## config.mk

```make
export PLATFORM = sky130hd
export DESIGN_NAME = ws2811_frame_sequencer
export DESIGN_NICKNAME = d
export VERILOG_FILES = /design/src/rtl/ws2811_frame_sequencer.sv
export SDC_FILE = /design/constraint.sdc
export NUM_CORES = 1
export LEC_CHECK = 0
export CAP_MARGIN = 20
export CORE_UTILIZATION = 30
export DETAILED_ROUTE_END_ITERATION = 12
export HOLD_SLACK_MARGIN = 0.08
export PLACE_DENSITY = 0.56
export SLEW_MARGIN = 20
export SYNTH_ARGS = -nofsm -noshare
export SYNTH_HDL_FRONTEND = slang
export SYNTH_SLANG_ARGS = --single-unit
```

## constraint.sdc

```tcl
create_clock -name clkIN -period 2.32 [get_ports clkIN]
set_clock_uncertainty 0.05 [all_clocks]
set_input_delay 0.696 -clock clkIN [delete_from_list [all_inputs] [get_ports clkIN]]
set_output_delay 0.696 -clock clkIN [all_outputs]
set_load 0.02 [all_outputs]
```

## src/rtl/ws2811_frame_sequencer.sv

```systemverilog
// ws2811_frame_sequencer
// Frame-level controller for the WS2811 output path. Each frame steps through
// the pixels, fetches each color from a registered-output ROM, and hands the
// color to the transmitter with a start pulse. After the last pixel it holds
// the strip latch gap and then advances the animation shift.
module ws2811_frame_sequencer #(
    parameter int UNITS_NUMBER          = 100,
    parameter int PATTERN_COLORS_NUMBER = 128,
    parameter int PATTERNS_NUMBER       = 4,
    parameter int CLOCK_SPEED           = 50_000_000,
    parameter int LATCH_US              = 60
) (
    input  logic clkIN,
    input  logic nResetIN,
    input  logic frameTriggerIN,
    input  logic patternNextIN,
    input  logic patternPrevIN,
    input  logic pauseToggleIN,
    input  logic txBusyIN,
    output logic [$clog2(PATTERNS_NUMBER)+$clog2(PATTERN_COLORS_NUMBER)-1:0] addrOUT,
    output logic txStartOUT,
    output logic frameBusyOUT,
    output logic frameDoneOUT,
    output logic overrunOUT
);

    localparam int PW           = $clog2(PATTERNS_NUMBER);
    localparam int CW           = $clog2(PATTERN_COLORS_NUMBER);
    localparam int UW           = (UNITS_NUMBER > 1) ? $clog2(UNITS_NUMBER) : 1;
    localparam int LATCH_CYCLES = (CLOCK_SPEED / 1_000_000) * LATCH_US;
    localparam int LW           = (LATCH_CYCLES > 1) ? $clog2(LATCH_CYCLES) : 1;

    localparam logic [UW-1:0] LAST_UNIT  = UW'(UNITS_NUMBER - 1);
    localparam logic [LW-1:0] LAST_LATCH = LW'(LATCH_CYCLES - 1);

    typedef enum logic [2:0] {
        IDLE,
        FETCH,
        START,
        WAIT_ACK,
        WAIT_DONE,
        LATCH
    } state_t;

    state_t           state_q,    state_d;
    logic [PW-1:0]    patSel_q,   patSel_d;
    logic [PW-1:0]    patAct_q,   patAct_d;
    logic [CW-1:0]    shift_q,    shift_d;
    logic [CW-1:0]    color_q,    color_d;
    logic [UW-1:0]    unit_q,     unit_d;
    logic [LW-1:0]    latchCnt_q, latchCnt_d;
    logic             paused_q,   paused_d;
    logic [PW+CW-1:0] addr_q,     addr_d;
    logic             txStart_q,  txStart_d;
    logic             busy_q,     busy_d;
    logic             done_q,     done_d;
    logic             overrun_q,  overrun_d;

    logic             ready;
    logic [CW-1:0]    colorNext;

    // The frame-done cycle already sits in IDLE, but a trigger landing on it is
    // still treated as part of the finishing frame and reported as an overrun.
    assign ready     = (state_q == IDLE) && !done_q;
    assign colorNext = color_q + 1'b1;

    assign addrOUT      = addr_q;
    assign txStartOUT   = txStart_q;
    assign frameBusyOUT = busy_q;
    assign frameDoneOUT = done_q;
    assign overrunOUT   = overrun_q;

    // Next-state and registered-output decode for the frame FSM and command inputs.
    always_comb begin
        state_d    = state_q;
        patSel_d   = patSel_q;
        patAct_d   = patAct_q;
        shift_d    = shift_q;
        color_d    = color_q;
        unit_d     = unit_q;
        latchCnt_d = latchCnt_q;
        paused_d   = paused_q;
        addr_d     = addr_q;
        busy_d     = busy_q;
        txStart_d  = 1'b0;
        done_d     = 1'b0;
        overrun_d  = 1'b0;

        if (patternNextIN && !patternPrevIN) begin
            patSel_d = patSel_q + 1'b1;
        end else if (patternPrevIN && !patternNextIN) begin
            patSel_d = patSel_q - 1'b1;
        end

        if (pauseToggleIN) begin
            paused_d = !paused_q;
        end

        if (frameTriggerIN && !ready) begin
            overrun_d = 1'b1;
        end

        case (state_q)
            IDLE: begin
                if (frameTriggerIN && ready) begin
                    patAct_d = patSel_q;
                    color_d  = shift_q;
                    unit_d   = '0;
                    addr_d   = {patSel_q, shift_q};
                    busy_d   = 1'b1;
                    state_d  = FETCH;
                end
            end
            FETCH: begin
                // ROM output settles during this cycle; start goes out next.
                txStart_d = 1'b1;
                state_d   = START;
            end
            START: begin
                state_d = WAIT_ACK;
            end
            WAIT_ACK: begin
                if (txBusyIN) begin
                    state_d = WAIT_DONE;
                end
            end
            WAIT_DONE: begin
                if (!txBusyIN) begin
                    if (unit_q == LAST_UNIT) begin
                        latchCnt_d = '0;
                        state_d    = LATCH;
                    end else begin
                        unit_d  = unit_q + 1'b1;
                        color_d = colorNext;
                        addr_d  = {patAct_q, colorNext};
                        state_d = FETCH;
                    end
                end
            end
            LATCH: begin
                if (latchCnt_q == LAST_LATCH) begin
                    done_d  = 1'b1;
                    busy_d  = 1'b0;
                    state_d = IDLE;
                    if (!paused_q) begin
                        shift_d = shift_q + 1'b1;
                    end
                end else begin
                    latchCnt_d = latchCnt_q + 1'b1;
                end
            end
            default: begin
                state_d = IDLE;
            end
        endcase
    end

    // State and output registers; reset clears everything, including mid-frame.
    always_ff @(posedge clkIN or negedge nResetIN) begin
        if (!nResetIN) begin
            state_q    <= IDLE;
            patSel_q   <= '0;
            patAct_q   <= '0;
            shift_q    <= '0;
            color_q    <= '0;
            unit_q     <= '0;
            latchCnt_q <= '0;
            paused_q   <= 1'b0;
            addr_q     <= '0;
            txStart_q  <= 1'b0;
            busy_q     <= 1'b0;
            done_q     <= 1'b0;
            overrun_q  <= 1'b0;
        end else begin
            state_q    <= state_d;
            patSel_q   <= patSel_d;
            patAct_q   <= patAct_d;
            shift_q    <= shift_d;
            color_q    <= color_d;
            unit_q     <= unit_d;
            latchCnt_q <= latchCnt_d;
            paused_q   <= paused_d;
            addr_q     <= addr_d;
            txStart_q  <= txStart_d;
            busy_q     <= busy_d;
            done_q     <= done_d;
            overrun_q  <= overrun_d;
        end
    end

endmodule
```

==> metrics.cfg <==
[timing]
max_slew_margin_pct = 59.95
drv_slew = 0
setup_viol = 0
period_minus_slack_ns = 2.162
tightest_slew_ns = 0.6007
fmax_mhz = 462.5
hold_viol = 0
finalCritPeriodShare_pct = 93.19
fin_ws_ns = 0.1579
rsz0062_at_grt = no

[route]
viasPerCell = 5.335
drc = 0
drt_pass1_iterations = 4
vias = 2070
ant_nets = 0
totalWireLength_mm = 5.688
wl_per_cell_um = 14.66
drt_iter0_drc = 119

[pwr]
cellLeakagePower_nw = 1.288
powerDensity_nw_per_um2 = 933.3
vdd_drop_max_uv = 370.2
power.share.clock_pct = 19.9
p_sw_share_pct = 36.41
seqPwrFrac_pct = 45.4
combPwrFrac_pct = 34.7
intPower_mw = 1.779
power.switching_mw = 1.019

[critical_path]
crit_path_start_kind = register
timing_worst_setup_path_type = register to output port
end_kind = output port
path_buf_inv = 1
crit_fanout = 7
arrival_ns = 1.42
cpMaxStageDelayCell = clkdlybuf4s50_1
cp.required_ns = 1.57
crit_family = buffers and inverters
cpPeakStageDelay_ns = 0.65
crit_chain = clkdlybuf4s50_1

[hold_path]
hp-class = input pin to asynchronous set/reset pin

[global_route]
grt_max_degree = 48
grt_usage_pct = 14.35
grt_pass1_wl_mm = 9.735
grt_pass1_vias = 2022
grt_overflow = 0
antenna_found_initial = 0

[run]
maxCapViolations = 0

[yosys]
synth_common_cells = dfrtp_1, nand2_1, o21ai_0, nand3_1, nor2_1
syn_area_um2 = 2502
synth_seq_area_share_pct = 47.00
synthArstFlopShare_pct = 100.0
synth-edff-count = 0
synth_ff_type = dfrtp_1
synth_area_leaders = dfrtp_1, nand2_1, o21ai_0
synth_cells = 253
yosys_register_bits = 47
yosysWarnings = 0
synth_area_leader_cell = dfrtp_1
syn_nets = 265
synth_most_common_cell = dfrtp_1
ys_types = 53
avgSynthCellArea_um2 = 9.891
yosys.area.top_type_share_pct = 47.00

[clock_network]
cts_tree = yes
clockBufferDepth = 2
cts_resized = 0
cts_buffers = 5
ctsRootBufferMaster = clkbuf_8
insertion_delay_ns = 0.30
cts_hold_buffers = 0
post-cts-setup-buffer-count = 0
htree_levels = 2
cts_sinks = 47
cts.clk_slew.worst_paths_ns = 0.09

[die]
die-area_um2 = 8710
die_w_um = 93.33
fp.dieH_um = 93.33
io_pins = 20
core_area_um2 = 7888
fp-row-count = 32
start_util_pct = 31.73

[finish]
drive_gt1_share_pct = 12.24
area_growth_pct = 19.80
final_nets = 297
n_antenna_cell = 0
post-route-util_pct = 38.01

[placement]
port_buffers = 19
gp_congestion = 0.7751
dp_hpwl_mm = 3.926
place_ws_ns = -0.03982

[status]
run_status = complete, no violations

[power by group through the flow]
stage	logic [mW]	registers, mW	clock network (mW)
2_1_floorplan	0.555	1.30	0
6_report	0.971	1.27	0.557
3_3_place_gp	0.968	1.28	0
3_5_place_dp	0.975	1.29	0
4_1_cts	0.980	1.27	0.573
5_1_grt	1.08	1.31	0.617
[layout by cell type, fill, tap and decap left out, drive strengths merged, types with 4 or more instances in the layout]
master,Yosys,final
dfrtp,47,47
nand2,28,28
buf,8,20
clkdlybuf4s50,0,18
o21ai,13,13
nand3,12,12
nor2,11,11
a31oi,10,10
o22ai,9,9
a21oi,8,8
nand4,7,7
nor3,7,7
clkbuf,5,7
xnor2,6,6
inv,5,5
nor2b,5,5
a22o,5,5
ha,5,5
and3,4,4
xor2,4,4
[worst paths after layout]
kind / cells after the start / slack, ns / startpoint / endpoint
min: 2 / 0.43 / nResetIN / shift_q[5]$_DFFE_PN0P_
min reg2reg: 1 / 0.43 / unit_q[6]$_DFFE_PN0P_ / unit_q[6]$_DFFE_PN0P_
min in group clkIN: 1 / 0.43 / unit_q[6]$_DFFE_PN0P_ / unit_q[6]$_DFFE_PN0P_
max reg2reg: 6 / 0.30 / state_q[1]$_DFFE_PN0P_ / latchCnt_q[10]$_DFFE_PN0P_
max in group asynchronous: 2 / 1.39 / nResetIN / unit_q[4]$_DFFE_PN0P_
max: 1 / 0.16 / color_q[3]$_DFFE_PN0P_ / addrOUT[3]
[layout make-up]
class                      instances  area (um2)
clock buffer                       7       96.34
clock inverter                     1       7.507
fill                             779        4890
inverter                           5       18.77
multi-input combinational        188        1244
sequential                        47        1176
tap                              102       127.6
timing repair buffer              38       327.8
[kinds of logic (layout without fill, tap and decap cells)]
family                     after synthesis  count (layout)  share of synthesized area [%]
AOI/OAI and AO/OA                       71              71                          19.45
xor gates and xnor gates                10              10                          3.500
adders and majority gates                5               5                          2.500
buffers and inverters                   18              51                          3.300
DFF                                     47              47                          47.00
muxes                                    4               4                          1.650
and+or+nand+nor                         98              98                          22.60
[sequential cells by signal, summed over array words and instances (netlist names)]
name,cells
patSel_q,2
frameDoneOUT,1
overrunOUT,1
txStartOUT,1
color_q,6
frameBusyOUT,1
unit_q,7
addrOUT,3
patAct_q,2
paused_q,1
latchCnt_q,12
state_q,3
shift_q,7
[metal layers]
layer  GRT usage [%]  wire length, um  up-vias
li1                -                -     1020
met1           20.08             2803     1008
met2           21.81             2612       36
met3           2.683              192        6
met4           5.641               78        0
met5               0                0        -
[through the flow]
step | total power, mW | cells | hold WS, ns | TNS [ns] | instance area (um2)
CTS | 2.826 | 388 | 0.4319 | 0 | 2998
finish | 2.798 | 388 | 0.4259 | 0 | 2998
floorplan | 1.856 | 253 | 0.3504 | 0 | 2502
global placement | 2.252 | 380 | 0.4140 | -0.06362 | 2894
detailed placement | 2.261 | 380 | 0.4127 | -0.1461 | 2894
global route | 3.001 | 388 | 0.4528 | 0 | 2998
Power figures use the tool's default switching activity.
==> RTL change, RTL diff (config.mk and constraints unchanged) <==
Re-encode `state_t` (6 states) as one-hot, 6 bits wide.
--- a/src/rtl/ws2811_frame_sequencer.sv
+++ b/src/rtl/ws2811_frame_sequencer.sv
@@ -34,11 +34,11 @@
     localparam logic [LW-1:0] LAST_LATCH = LW'(LATCH_CYCLES - 1);
 
-    typedef enum logic [2:0] {
-        IDLE,
-        FETCH,
-        START,
-        WAIT_ACK,
-        WAIT_DONE,
-        LATCH
+    typedef enum logic [5:0] {
+        IDLE      = 6'b000001,
+        FETCH     = 6'b000010,
+        START     = 6'b000100,
+        WAIT_ACK  = 6'b001000,
+        WAIT_DONE = 6'b010000,
+        LATCH     = 6'b100000
     } state_t;
 
Check against the original RTL: no difference found for any inputs over 10 cycles, from zero or initial values and one cycle with nResetIN low; not proved beyond that.
==> RTL change against the original RTL <==
Cell count grew 3.1%. Total power shrank 11%. Maximum frequency grew 1.8%. Sequential cell count grew 3. Synthesized area grew 2.0%. Cell area shrank 0.17%. Largest cell class is now flip-flops and latches. Routed wire length shrank 6.6%. Worst setup slack gained 0.038 ns.
==> RTL change: results (changes against the original RTL) <==
.. list-table::
   :header-rows: 1

   * - Metric
     - Value
   * - Antenna Diode Count
     - 0 (unchanged)
   * - Total global-route track usage
     - 0.135 (-0.00820)
   * - Worst-path fanout max
     - 4 (-3)
   * - Data arrival time at the worst-slack endpoint
     - 1.38 ns (-0.04 ns)
   * - Rel. slew slack
     - 0.721 (+0.122)
   * - Sw Pwr
     - 0.000856 W (-16%)
   * - Seq/Total Area, Yosys
     - 0.490 (+0.0204)
   * - Initial DRC Count
     - 131 (+10%)
   * - Most numerous cell types in the synthesized netlist
     - sky130_fd_sc_hd__dfrtp_1 (49), sky130_fd_sc_hd__nand2_1 (30), sky130_fd_sc_hd__o21ai_0 (25)
   * - Number of buffers other than clock buffers in the final layout
     - 31 (-18%)
   * - Number of fill cells in the layout
     - 835 (+7.2%)
   * - Layout cell share with drive strength beyond 1
     - 0.105 (-0.0173)
   * - Clock buf/inv share
     - 0.0318 (-0.00287)
   * - Wire length of the first global-routing pass
     - 9.41 mm (-3.3%)
   * - Average via count per standard cell
     - 4.97 (-6.8%)
   * - Max-cap viol count
     - 0 (unchanged)
   * - Depth of the worst register-to-register path
     - 4 (-2)
   * - Combinational group power
     - 0.000761 W (-22%)
   * - Pin count of the biggest net entering global routing
     - 26 (-46%)
   * - Post-Synth Adder-Cell Area
     - 0.0245 (-0.000502)
   * - Syn_nets
     - 280 (+5.7%)
   * - Cell types occupying the most area after synthesis
     - sky130_fd_sc_hd__dfrtp_1 (48%), sky130_fd_sc_hd__o21ai_0 (4.9%), sky130_fd_sc_hd__and3_1 (4.4%)
   * - Portion of total power attributed to combinational logic
     - 0.305 (-0.042)
   * - Area occupied by registers
     - 1250 um2 (+6.5%)
   * - Static leakage
     - 1.28 nW (-0.48%)
   * - Fraction of standard cell area in multi-input logic
     - 0.403 (-0.0114)
   * - Final-layout clock buffer total
     - 6 (-1)
   * - DR WL/cell
     - 13.3 um (-9.4%)
   * - Post-layout net count
     - 306 (+3.0%)
   * - Clock Power Share
     - 0.215 (+0.016)
   * - Reg clk slew, reported paths
     - 0.09 ns (about the same)
   * - Num sequential
     - 50 (+6.4%)
   * - Final weighted congestion of routability-driven global placement
     - 0.782 (+0.89%)
   * - Largest vdd supply drop
     - 269 uV (-27%)
   * - Via count of the first global-routing pass
     - 1967 (-2.7%)
   * - Run status
     - completed
   * - Fraction of synthesized area in multiplexers
     - 0.0171 (+0.000648)
   * - Non-clock buffer share of cell area
     - 0.0962 (-0.0132)
   * - FF-to-FF Start
     - state_q[2]$_DFFE_PN0P_
   * - Xor-xnor portion of the synthesized cell area
     - 0.0480 (+0.0130)
   * - End of the worst register-to-register path
     - latchCnt_q[11]$_DFFE_PN0P_
RTL change: through the flow:
| step | setup WS [ns] | util | area [um2] | hold WS, ns | instances |
|---|---|---|---|---|---|
| floorplan | 0.464 | - | 2550 | 0.350 | 268 |
| global placement | -0.000854 | 0.353 | 2900 | 0.413 | 392 |
| detailed placement | -0.0321 | 0.353 | 2900 | 0.421 | 392 |
| CTS | 0.171 | 0.364 | 2990 | 0.214 | 400 |
| global route | 0.0160 | 0.364 | 2990 | 0.220 | 400 |
| finish | 0.196 | 0.364 | 2990 | 0.211 | 400 |
RTL change: layer usage:
| layer | up-vias | wire length [um] | track usage |
|---|---|---|---|
| met2 | 25 | 2450 | 0.214 |
| met4 | 0 | 68 | 0.0487 |
| met1 | 946 | 2660 | 0.185 |
| met3 | 4 | 136 | 0.0218 |
| met5 | - | 0 | 0 |
| li1 | 1013 | - | - |
